<file path="src/rtl/id_hazard_ctrl_pkg.sv">
// Shared pipeline types for the ID-stage hazard controller: register address
// width, stall-count encoding, FSM states and the shadow-stage record.
package id_hazard_ctrl_pkg;

   localparam int REG_ADDR_W = 5;

   typedef logic [REG_ADDR_W-1:0] reg_addr_t;

   typedef logic [1:0] stall_n_t;
   localparam stall_n_t STALL_NONE = 2'd0;
   localparam stall_n_t STALL_ONE  = 2'd1;
   localparam stall_n_t STALL_TWO  = 2'd2;

   typedef enum logic {
      RUN   = 1'b0,
      STALL = 1'b1
   } state_e;

   typedef struct packed {
      logic      mem_read;
      logic      reg_write;
      reg_addr_t write_reg_addr;
   } shadow_t;

   localparam shadow_t SHADOW_CLEAR = '0;

endpackage

</file>
<file path="src/rtl/id_hazard_ctrl_hazard_match.sv">
// Combinational check of one shadow pipeline stage against the ID sources.
module hazard_match
   import id_hazard_ctrl_pkg::*;
(
   input  shadow_t                 stage,
   input  logic [REG_ADDR_W-1:0]   rs,
   input  logic [REG_ADDR_W-1:0]   rt,
   input  logic                    uses_rt,
   output logic                    match
);

   logic dest_live;

   // $0 is hardwired zero, so writes to it never create a dependence.
   assign dest_live = stage.reg_write && (stage.write_reg_addr != '0);

   assign match = dest_live &&
                  ((stage.write_reg_addr == rs) ||
                   (uses_rt && (stage.write_reg_addr == rt)));

endmodule

</file>
<file path="src/rtl/id_hazard_ctrl.sv">
// ID-stage hazard controller: load-use and branch-in-ID stalls, taken-branch
// squash of IF/ID, and a saturating stall performance counter.
module id_hazard_ctrl
   import id_hazard_ctrl_pkg::*;
#(
   parameter int CNT_W = 16
) (
   input  logic                  clk,
   input  logic                  reset,
   input  logic [REG_ADDR_W-1:0] if_id_instr_rs,
   input  logic [REG_ADDR_W-1:0] if_id_instr_rt,
   input  logic                  id_uses_rt,
   input  logic                  id_branch,
   input  logic                  id_branch_taken,
   input  logic                  id_mem_read,
   input  logic                  id_reg_write,
   input  logic [REG_ADDR_W-1:0] id_write_reg_addr,
   output logic                  pc_write,
   output logic                  if_id_write,
   output logic                  id_ex_bubble,
   output logic                  if_id_flush,
   output logic [CNT_W-1:0]      stall_count
);

   function automatic logic [CNT_W-1:0] sat_inc(input logic [CNT_W-1:0] v);
      return (&v) ? v : v + CNT_W'(1);
   endfunction

   state_e   state, state_nxt;
   stall_n_t remaining, remaining_nxt;
   stall_n_t n_req;
   shadow_t  idex_shd_p1, exmem_shd_p2;
   logic     idex_match, exmem_match;

   hazard_match u_idex_match (
      .stage   (idex_shd_p1),
      .rs      (if_id_instr_rs),
      .rt      (if_id_instr_rt),
      .uses_rt (id_uses_rt),
      .match   (idex_match)
   );

   hazard_match u_exmem_match (
      .stage   (exmem_shd_p2),
      .rs      (if_id_instr_rs),
      .rt      (if_id_instr_rt),
      .uses_rt (id_uses_rt),
      .match   (exmem_match)
   );

   // Later assignments only ever raise n, so the result is the maximum rule.
   always_comb begin
      n_req = STALL_NONE;
      if (idex_match && idex_shd_p1.mem_read) n_req = STALL_ONE;
      if (id_branch) begin
         if (exmem_match && exmem_shd_p2.mem_read) n_req = STALL_ONE;
         if (idex_match) n_req = idex_shd_p1.mem_read ? STALL_TWO : STALL_ONE;
      end
   end

   always_comb begin
      state_nxt     = state;
      remaining_nxt = remaining;
      pc_write      = 1'b1;
      if_id_write   = 1'b1;
      id_ex_bubble  = 1'b0;
      if_id_flush   = 1'b0;
      case (state)
         RUN: begin
            if (n_req != STALL_NONE) begin
               pc_write     = 1'b0;
               if_id_write  = 1'b0;
               id_ex_bubble = 1'b1;
               if (n_req == STALL_TWO) begin
                  state_nxt     = STALL;
                  remaining_nxt = n_req - STALL_ONE;
               end else begin
                  remaining_nxt = STALL_NONE;
               end
            end else begin
               if_id_flush = id_branch && id_branch_taken;
            end
         end
         STALL: begin
            pc_write     = 1'b0;
            if_id_write  = 1'b0;
            id_ex_bubble = 1'b1;
            if (remaining <= STALL_ONE) begin
               state_nxt     = RUN;
               remaining_nxt = STALL_NONE;
            end else begin
               remaining_nxt = remaining - STALL_ONE;
            end
         end
         default: begin
            state_nxt     = RUN;
            remaining_nxt = STALL_NONE;
         end
      endcase
   end

   // Shadow stages advance every cycle; a bubble enters ID/EX as all-zero control.
   always_ff @(posedge clk) begin
      if (reset) begin
         state        <= RUN;
         remaining    <= STALL_NONE;
         idex_shd_p1  <= SHADOW_CLEAR;
         exmem_shd_p2 <= SHADOW_CLEAR;
         stall_count  <= '0;
      end else begin
         state        <= state_nxt;
         remaining    <= remaining_nxt;
         exmem_shd_p2 <= idex_shd_p1;
         if (id_ex_bubble) begin
            idex_shd_p1 <= SHADOW_CLEAR;
            stall_count <= sat_inc(stall_count);
         end else begin
            idex_shd_p1 <= '{mem_read:       id_mem_read,
                             reg_write:      id_reg_write,
                             write_reg_addr: id_write_reg_addr};
         end
      end
   end

endmodule

</file>
<file path="config.mk">
export PLATFORM = sky130hd
export DESIGN_NAME = id_hazard_ctrl
export DESIGN_NICKNAME = d
export VERILOG_FILES = /design/src/rtl/id_hazard_ctrl_pkg.sv /design/src/rtl/id_hazard_ctrl_hazard_match.sv /design/src/rtl/id_hazard_ctrl.sv
export SDC_FILE = /design/constraint.sdc
export NUM_CORES = 1
export LEC_CHECK = 0
export CAP_MARGIN = 20
export CORE_ASPECT_RATIO = 1.1
export CORE_UTILIZATION = 58
export CTS_CLUSTER_SIZE = 28
export DETAILED_ROUTE_END_ITERATION = 10
export DONT_BUFFER_PORTS = 1
export PLACE_DENSITY = 0.8
export SLEW_MARGIN = 20
export SYNTH_ARGS = -nofsm -noshare
export SYNTH_HDL_FRONTEND = slang
export SYNTH_SLANG_ARGS = --single-unit
</file>
<file path="constraint.sdc">
create_clock -name clk -period 6.4 [get_ports clk]
set_clock_uncertainty 0.2 [all_clocks]
set_input_delay 1.28 -clock clk [delete_from_list [all_inputs] [get_ports clk]]
set_output_delay 1.28 -clock clk [all_outputs]
set_load 0.02 [all_outputs]
</file>
-- Word-level counts from Yosys, hierarchy flattened
Cells that the tools add are included.
W data, S select, Z words.
- flip-flop bits (word level): 33
- input bits: 22
- output and inout bits: 20
- add/sub/neg operators: 3
- $lt $le $gt $ge: 1
- equal/unequal tests: 6
- multiplexer cells: 19
- bitwise operators: 2
- reductions and logical operators: 17
- operators with widths (operator ; count):
    $eq A5 B5 Y1 ; 4
    $add A16 B1 Y16 const B ; 1
    $reduce_and A16 Y1 ; 1
    $mux W2 ; 7
    $reduce_bool A5 Y1 ; 2
    $logic_and A1 B1 Y1 ; 9
    $mux W1 ; 8
    $pmux W1 S2 ; 3
    $pmux W2 S2 ; 1
    $sub A2 B1 Y2 const B ; 2
    $eq A2 B2 Y1 const B ; 1
    $le A2 B1 Y1 const B ; 1
    $logic_or A1 B1 Y1 ; 2
    $ne A2 B2 Y1 const B ; 1
    $not A1 Y1 ; 2
    $reduce_and A2 Y1 ; 1
    $reduce_bool A2 Y1 ; 1
    $reduce_or A2 Y1 ; 1

-- Logic depth before layout (Yosys ltp)
Gate-level depths: netlist (run 1).
- word-level depth: 13
- mapped depth: 12

-- By module
A second synthesis (run 1) with hierarchy kept.
- cells, all modules: 188
- area, all modules: 1682.9 um2
- modules (own cells, without submodules) (module ; instances ; cells each ; area an instance (um2)):
    id_hazard_ctrl ; 1 ; 154 ; 1417.6
    hazard_match ; 2 ; 17 ; 132.6

-- Worst setup path after synthesis (run 1)
No wires, ideal clock.
- path kind: input-to-output
- from: input port if_id_instr_rt[3]
- to: output port if_id_flush
- arrival time: 3.291 ns
- required time: 4.920 ns
- path slack: 1.629 ns
- stages on the path: 9
- path through: xor2_1 > nor4_1 > nand3_1 > a21oi_1 > mux2i_1 > ha_1 > nor2b_2 > buf_2 > and3_1
- cells in the longest elaborated chain, start to end: 12
- elaborated cells on any way between the ends: 17
- classes of those cells: eq/ne: 2; mux: 6; reduce/logical: 9
- RTL lines (what ; RTL line ; text):
    start, declared ; id_hazard_ctrl.sv:11 ; input logic [REG_ADDR_W-1:0] if_id_instr_rt,
    $eq A5 B5 Y1 ; id_hazard_ctrl_hazard_match.sv:19 ; (uses_rt && (stage.write_reg_addr == rt)));
    $logic_and A1 B1 Y1 ; id_hazard_ctrl_hazard_match.sv:19 ;
    $logic_or A1 B1 Y1 ; id_hazard_ctrl_hazard_match.sv:18 ; ((stage.write_reg_addr == rs) ||
    $logic_and A1 B1 Y1 ; id_hazard_ctrl_hazard_match.sv:17 ; assign match = dest_live &&
    $logic_and A1 B1 Y1 ; id_hazard_ctrl.sv:54 ; if (idex_match && idex_shd_p1.mem_read) n_req = STALL_ONE;
    $mux W1 ; id_hazard_ctrl.sv:54 ;
    $mux W2 ; id_hazard_ctrl.sv:56 ; if (exmem_match && exmem_shd_p2.mem_read) n_req = STALL_ONE;
    $mux W2 ; id_hazard_ctrl.sv:57 ; if (idex_match) n_req = idex_shd_p1.mem_read ? STALL_TWO : STALL_ONE;
    $mux W2 (*) ; id_hazard_ctrl.sv:55 ; if (id_branch) begin
    $reduce_bool A2 Y1 (*) ; id_hazard_ctrl.sv:70 ; if (n_req != STALL_NONE) begin
    $mux W1 (*) ; id_hazard_ctrl.sv:70 ;
    $mux W1 (*) ; id_hazard_ctrl.sv:68 ; case (state)
    end, declared ; id_hazard_ctrl.sv:21 ; output logic if_id_flush,
Every way passes the cells marked *; elsewhere a longest branch is shown, timed or not.

-- Worst setup path in the final report (run 1)
Same ends and word-level chain as after synthesis.

==> metrics.cfg, run 1 <==
[place]
place_inst=210
portBuffers=0
dp_slack_ps=1510
gp_congestion=0.820
dp_hpwl_um=2540

[synth]
synth-seq-cells=33
synth_top_flop_cell=dfxtp_1
syn-cell-area_sq_um=1670
ys_seq_area_share_pct=39.5
synth_top_cell_by_area=dfxtp_1
synth.distinct_cells=36
synth_most_common_cell=dfxtp_1
synth-edff-count=0
yosysTopAreaCellShare_pct=39.5
synth.area.top_cells=dfxtp_1 (39%), xnor2_1 (10%), xor2_1 (7.9%)
synth_async_sr_flop_share_pct=0
synth.avg_cell_area_sq_um=9.19
yosys_warnings=0
synth_cells=182
synthTopCellsByCount=dfxtp_1 (33), nor2_1 (23), xnor2_1 (20)
syn-num-nets=207

[critical_path]
crit_path_cell_trace=xor2_1, nor4_1, nand3_1, a21oi_1, mux2i_1, ha_1, nor2b_2, buf_4, and3_1
critical-path-top-delay-family=simple AND/OR/NAND/NOR gates
slowest_delay_ps=340
cp.required_ps=4920
cp_data_arrival_time_ps=3430
worstSetupStartpointType=input port
crit_type=in -> out
cp_slowest_cell=and3_1
worstPathMaxFanout=15
r2r_setup_slack_ps=3130
endpoint_kind=output pin
worstPathBufferInverterCount=1

[floorplanning]
start_util_pct=60.8
boundaryPins=42
design.die.area_sq_um=3100
dieWidth_um=53.2
coreArea_sq_um=2750
row_count=20
die_h_um=58.3

[global_routing]
grt_overflow=0
grt_max_degree=28
grtUsageTotal_pct=23.5
grt_pass1_wl_um=5200
antenna_found_initial=0
grt_pass1_vias=1291

[pwr]
p_sw_share_pct=22.5
peakVddDrop_mv=0.261
total_power_mw=0.391
p_per_area_nw_per_um2=220
clockPowerShare_pct=40.5
p_sw_mw=0.0880
power.leakage_nw=0.611
combPwrFrac_pct=4.7
p_int_mw=0.303
seqPwrFrac_pct=54.8

[route]
viasPerCell=5.90
via_count=1286
detail-route-antenna-nets=0
drt-wirelength-per-cell_um=15.5
firstDrtPassIters=4
route.detailed.drc=0
totalWireLength_um=3390
first_iter_violations=28

[cells_and_area]
drive_gt1_share_pct=9.73
final_nets=209
diodes=0
post-route-util_pct=64.5
instances_no_fill=218
area_growth_pct=6.21

[sta]
tightest_slew_ps=532
maxClockFrequency_mhz=204
fin_crit_sh_pct=76.6
totalNegativeSetupSlack_ps=0
setup_viol=0
finalMaxSlewViolations=0
hold_violations=0
timing.final.ws_setup_ps=1490
period_needed_ps=4910
rsz0062_at_grt=false
relSlewSlack_pct=64.2

[cts]
htreeDepth=2
cts_tree=done
post-cts-setup-buffers=0
cts_root_buf=clkbuf_4
path_clk_slew_ps=110
cts_made_buffers=5
clock_sinks=33
cts_hold_buf=0
clock_latency_ps=340
cts-resized-gates=0
cts_max_path_buffers=2

[run]
cap_violations=0

[hold_path]
hold_class=reg -> reg

[outcome]
status=completed

==> cell usage in the layout, fill, tap and decap left out, types with 5 or more instances in the layout <==
master | Yosys | routed
dfxtp_1 | 33 | 33
nor2_1 | 23 | 23
xnor2_1 | 20 | 20
xor2_1 | 15 | 15
nand3_1 | 11 | 11
nand2_1 | 8 | 8
and2_1 | 8 | 8
nor2b_1 | 7 | 7
nor3_1 | 6 | 6
nand4_1 | 5 | 5
clkbuf_4 | 0 | 5
==> final timing paths <==
path	startpoint	end	cells past startpoint
worst min-delay path	idex_shd_p1[5]	exmem_shd_p2[5]	1
worst min register to register	idex_shd_p1[5]	exmem_shd_p2[5]	1
worst max-delay path	if_id_instr_rt[3]	if_id_flush	9
worst max register to register	idex_shd_p1[0]	stall_count[12]	13
==> through the flow <==
step	cell area, sq um	hold slack (ps)
after floorplan	1670	231
after global placement	1690	261
after detailed placement	1690	274
after CTS	1780	290
after global routing	1780	312
final	1780	280
==> state kept, by name, indices dropped and copies added, names as in the netlist <==
| register | cells |
|---|---|
| remaining | 2 |
| exmem_shd_p2 | 7 |
| state | 1 |
| idex_shd_p1 | 7 |
| stall_count | 16 |
==> cell families after synthesis <==
family | count (synthesis) | synth area share, %
AO/OA/AOI/OAI | 13 | 5.98
buffers and inverters | 8 | 2.17
AND/OR/NAND/NOR | 87 | 30.0
XOR/XNOR | 35 | 18.3
multiplexers | 3 | 1.80
flip-flops | 33 | 39.5
adder cells (fa/ha/maj) | 3 | 2.24
==> area by class of cell <==
type / instances / area (sq um)
clock buffers: 5 / 37.5
clock inverters: 3 / 46.3
fillers: 239 / 976
inverters: 2 / 7.51
multi-input cells: 141 / 976
flip-flops and latches: 33 / 661
well taps: 33 / 41.3
repair buffers: 1 / 7.51
==> metal layers <==
metal,GRT usage (%),up-vias,part of all wire [%]
met5,0,-,0
met4,14.3,0,2.7
met3,9.30,10,6.7
met2,44.1,43,54
met1,19.6,598,37
li1,-,635,-
==> worst reg2reg max path, stage by stage, from the launching register on <==
cell and delay, ps:
dfxtp_1 380, xor2_1 170, nor4_1 300, nand3_1 110, a21oi_1 270, mux2i_1 300, ha_1 240, nor2b_2 160
buf_4 290, inv_1 250, nand3_1 180, nor2_1 70, a21oi_1 150, a311oi_1 60
==> power groups by stage <==
stage / logic, mW / registers (mW) / clock network [mW]
after detailed placement: 0.0186 / 0.219 / 0
final: 0.0184 / 0.214 / 0.158
after CTS: 0.0186 / 0.214 / 0.163
after global placement: 0.0177 / 0.219 / 0
after global routing: 0.0206 / 0.215 / 0.169
after floorplan: 0.0180 / 0.218 / 0
No activity file was read; power rests on OpenSTA's default activity.
==> run 2, diff against run 1 <==
==> constraint.sdc (replaced) <==
create_clock -name clk -period 4.8 [get_ports clk]
set_clock_uncertainty 0.2 [all_clocks]
set_input_delay 0.96 -clock clk [delete_from_list [all_inputs] [get_ports clk]]
set_output_delay 0.96 -clock clk [all_outputs]
set_load 0.02 [all_outputs]
==> run 2 against run 1 <==
Register-to-register slack worse by 1500 ps. First-iteration DRC count is 36% lower. Sequential share of layout area grew 0.29 points. Global-route usage is 0.21 points higher. Clock power up 14%. Critical path depth is 1 lower. Cell count is the same. Sequential power increased by 33%. Via count increased by 1.6%. Final area fell by 0.77%. Critical path type unchanged.
==> metrics.cfg, run 2 (same netlist as run 1, synthesis figures left out) <==
[hold_path]
hold_class=reg -> reg
hold_depth=1  ; unchanged
min_to=exmem_shd_p2[5]
hold_start=idex_shd_p1[5]

[route]
viasPerCell=5.99  ; +1.6%
detail-route-antenna-nets=0  ; unchanged
totalWireLength_um=3330  ; -1.6%
drt-wirelength-per-cell_um=15.3  ; -1.6%
route.detailed.drc=0  ; unchanged
first_iter_violations=18  ; -36%
via_count=1306  ; +1.6%
firstDrtPassIters=4  ; unchanged

[cts]
path_clk_slew_ps=90  ; -20 ps
cts_made_buffers=5  ; unchanged
post-cts-setup-buffers=0  ; unchanged
htreeDepth=2  ; unchanged
cts_hold_buf=0  ; unchanged
clock_latency_ps=340  ; about the same
cts_tree=done
clock_sinks=33  ; unchanged
cts_root_buf=clkbuf_4
cts_max_path_buffers=2  ; unchanged
cts-resized-gates=0  ; unchanged

[place]
gp_congestion=0.827  ; +0.87%
portBuffers=0  ; unchanged
dp_hpwl_um=2530  ; -0.36%

[critical_path]
r2r-start=idex_shd_p1[3]
worstPathMaxFanout=13  ; -2
rr_worst_depth=12  ; -1
cp_slowest_cell=nor4_1
worstSetupStartpointType=input port
cp.required_ps=3640  ; -1280 ps
crit_path_cell_trace=xor2_1, nor4_1, nand3_1, a21oi_1, mux2i_1, ha_1, nor2b_2, buf_4
r2r-end=stall_count[15]
slowest_delay_ps=290  ; -50 ps
endpoint_kind=output pin
cp_data_arrival_time_ps=2760  ; -670 ps
r2r_setup_slack_ps=1590  ; -1540 ps
crit_type=in -> out

[cells_and_area]
regMostFlops=stall_count
largest_reg_flops=16  ; unchanged
area_growth_pct=5.39
drive_gt1_share_pct=9.73  ; unchanged
final_nets=209  ; unchanged
filler_cell_count=250  ; +4.6%
diodes=0  ; unchanged
final_cell_mix=dfxtp_1 (33), nor2_1 (23), xnor2_1 (20), xor2_1 (15), nand3_1 (11)
layout_commonest_cell=dfxtp_1
reg_top3=stall_count: 16 flops, exmem_shd_p2: 7 flops, idex_shd_p1: 7 flops

[floorplanning]
design.die.area_sq_um=3100  ; unchanged
die_h_um=58.3  ; unchanged
coreArea_sq_um=2750  ; unchanged
start_util_pct=60.8  ; unchanged
boundaryPins=42  ; unchanged
row_count=20  ; unchanged
dieWidth_um=53.2  ; unchanged

[pwr]
power.leakage_nw=0.610  ; about the same
peakVddDrop_mv=0.208  ; -20%
p_per_area_nw_per_um2=278  ; +26%

[global_routing]
grt_pass1_vias=1312  ; +1.6%
grtUsageTotal_pct=23.7  ; +0.21 points
grt_max_degree=28  ; unchanged
grt_pass1_wl_um=5310  ; +2.1%
grt_overflow=0  ; unchanged
antenna_found_initial=0  ; unchanged

[sta]
totalNegativeSetupSlack_ps=0  ; unchanged
finalMaxSlewViolations=0  ; unchanged
tightest_slew_ps=539  ; +7.14 ps
rsz0062_at_grt=false
hold_violations=0  ; unchanged
worst_hold_slack_ps=279  ; -0.525 ps
relSlewSlack_pct=63.8  ; -0.48 points
period_needed_ps=3920
maxClockFrequency_mhz=255
fin_crit_sh_pct=81.6
setup_viol=0  ; unchanged

[outcome]
status=completed

[run]
cap_violations=0  ; unchanged

==> run 2: worst max path at each step <==
stage                 startpoint          end  slack (ps)  cells past startpoint
6_report       if_id_instr_rt[3]  if_id_write         880                      8
5_1_grt        if_id_instr_rt[3]     pc_write         680                      8
4_1_cts        if_id_instr_rt[3]     pc_write         870                      8
3_5_place_dp   if_id_instr_rt[3]     pc_write         860                      8
3_3_place_gp   if_id_instr_rt[3]     pc_write         930                      8
2_1_floorplan  if_id_instr_rt[3]  if_id_flush         670                      9
==> run 2: worst max-delay path: cells and delay by family <==
family	cells	cell delay, ps
and+or+nand+nor	3	590
AOI/OAI and AO/OA	1	260
adders and majority gates	1	230
buffers and inverters	1	290
muxes	1	280
xor gates and xnor gates	1	140
==> run 2: area by class of cell <==
class	instances	area (sq um)	area share, %
clock inverters	1	5.00	0.284
inverters	2	7.51	0.426
well taps	33	41.3	2.34
flip-flops and latches	33	661	37.5
multi-input cells	141	976	55.4
clock buffers	7	65.1	3.69
repair buffers	1	7.51	0.426
==> run 2: where the power goes <==
part           switching [mW]  leakage (nW)  internal, mW  total, mW
logic                  0.0103         0.300        0.0139     0.0242
clock network          0.0949        0.0413        0.0848      0.180
registers             0.00587         0.269         0.279      0.285
total                   0.111         0.610         0.378      0.489
==> run 2: per-stage QoR <==
stage | util, % | instance area [sq um] | total power [mW] | setup slack, ps | instances
finish | 64.0 | 1760 | 0.489 | 881 | 218
global route | 64.0 | 1760 | 0.505 | 677 | 218
CTS | 64.0 | 1760 | 0.494 | 866 | 218
detailed placement | 61.5 | 1690 | 0.316 | 864 | 210
global placement | 61.5 | 1690 | 0.315 | 932 | 210
floorplan | - | 1670 | 0.314 | 669 | 182
==> run 2: layer usage <==
metal / up-vias / part of all wire (%) / global-route usage [%]
met2: 36 / 53 / 43.6
met4: 0 / 1.5 / 10.9
met5: - / 0 / 0
met3: 6 / 7.1 / 10.9
li1: 630 / - / -
met1: 634 / 38 / 21.2
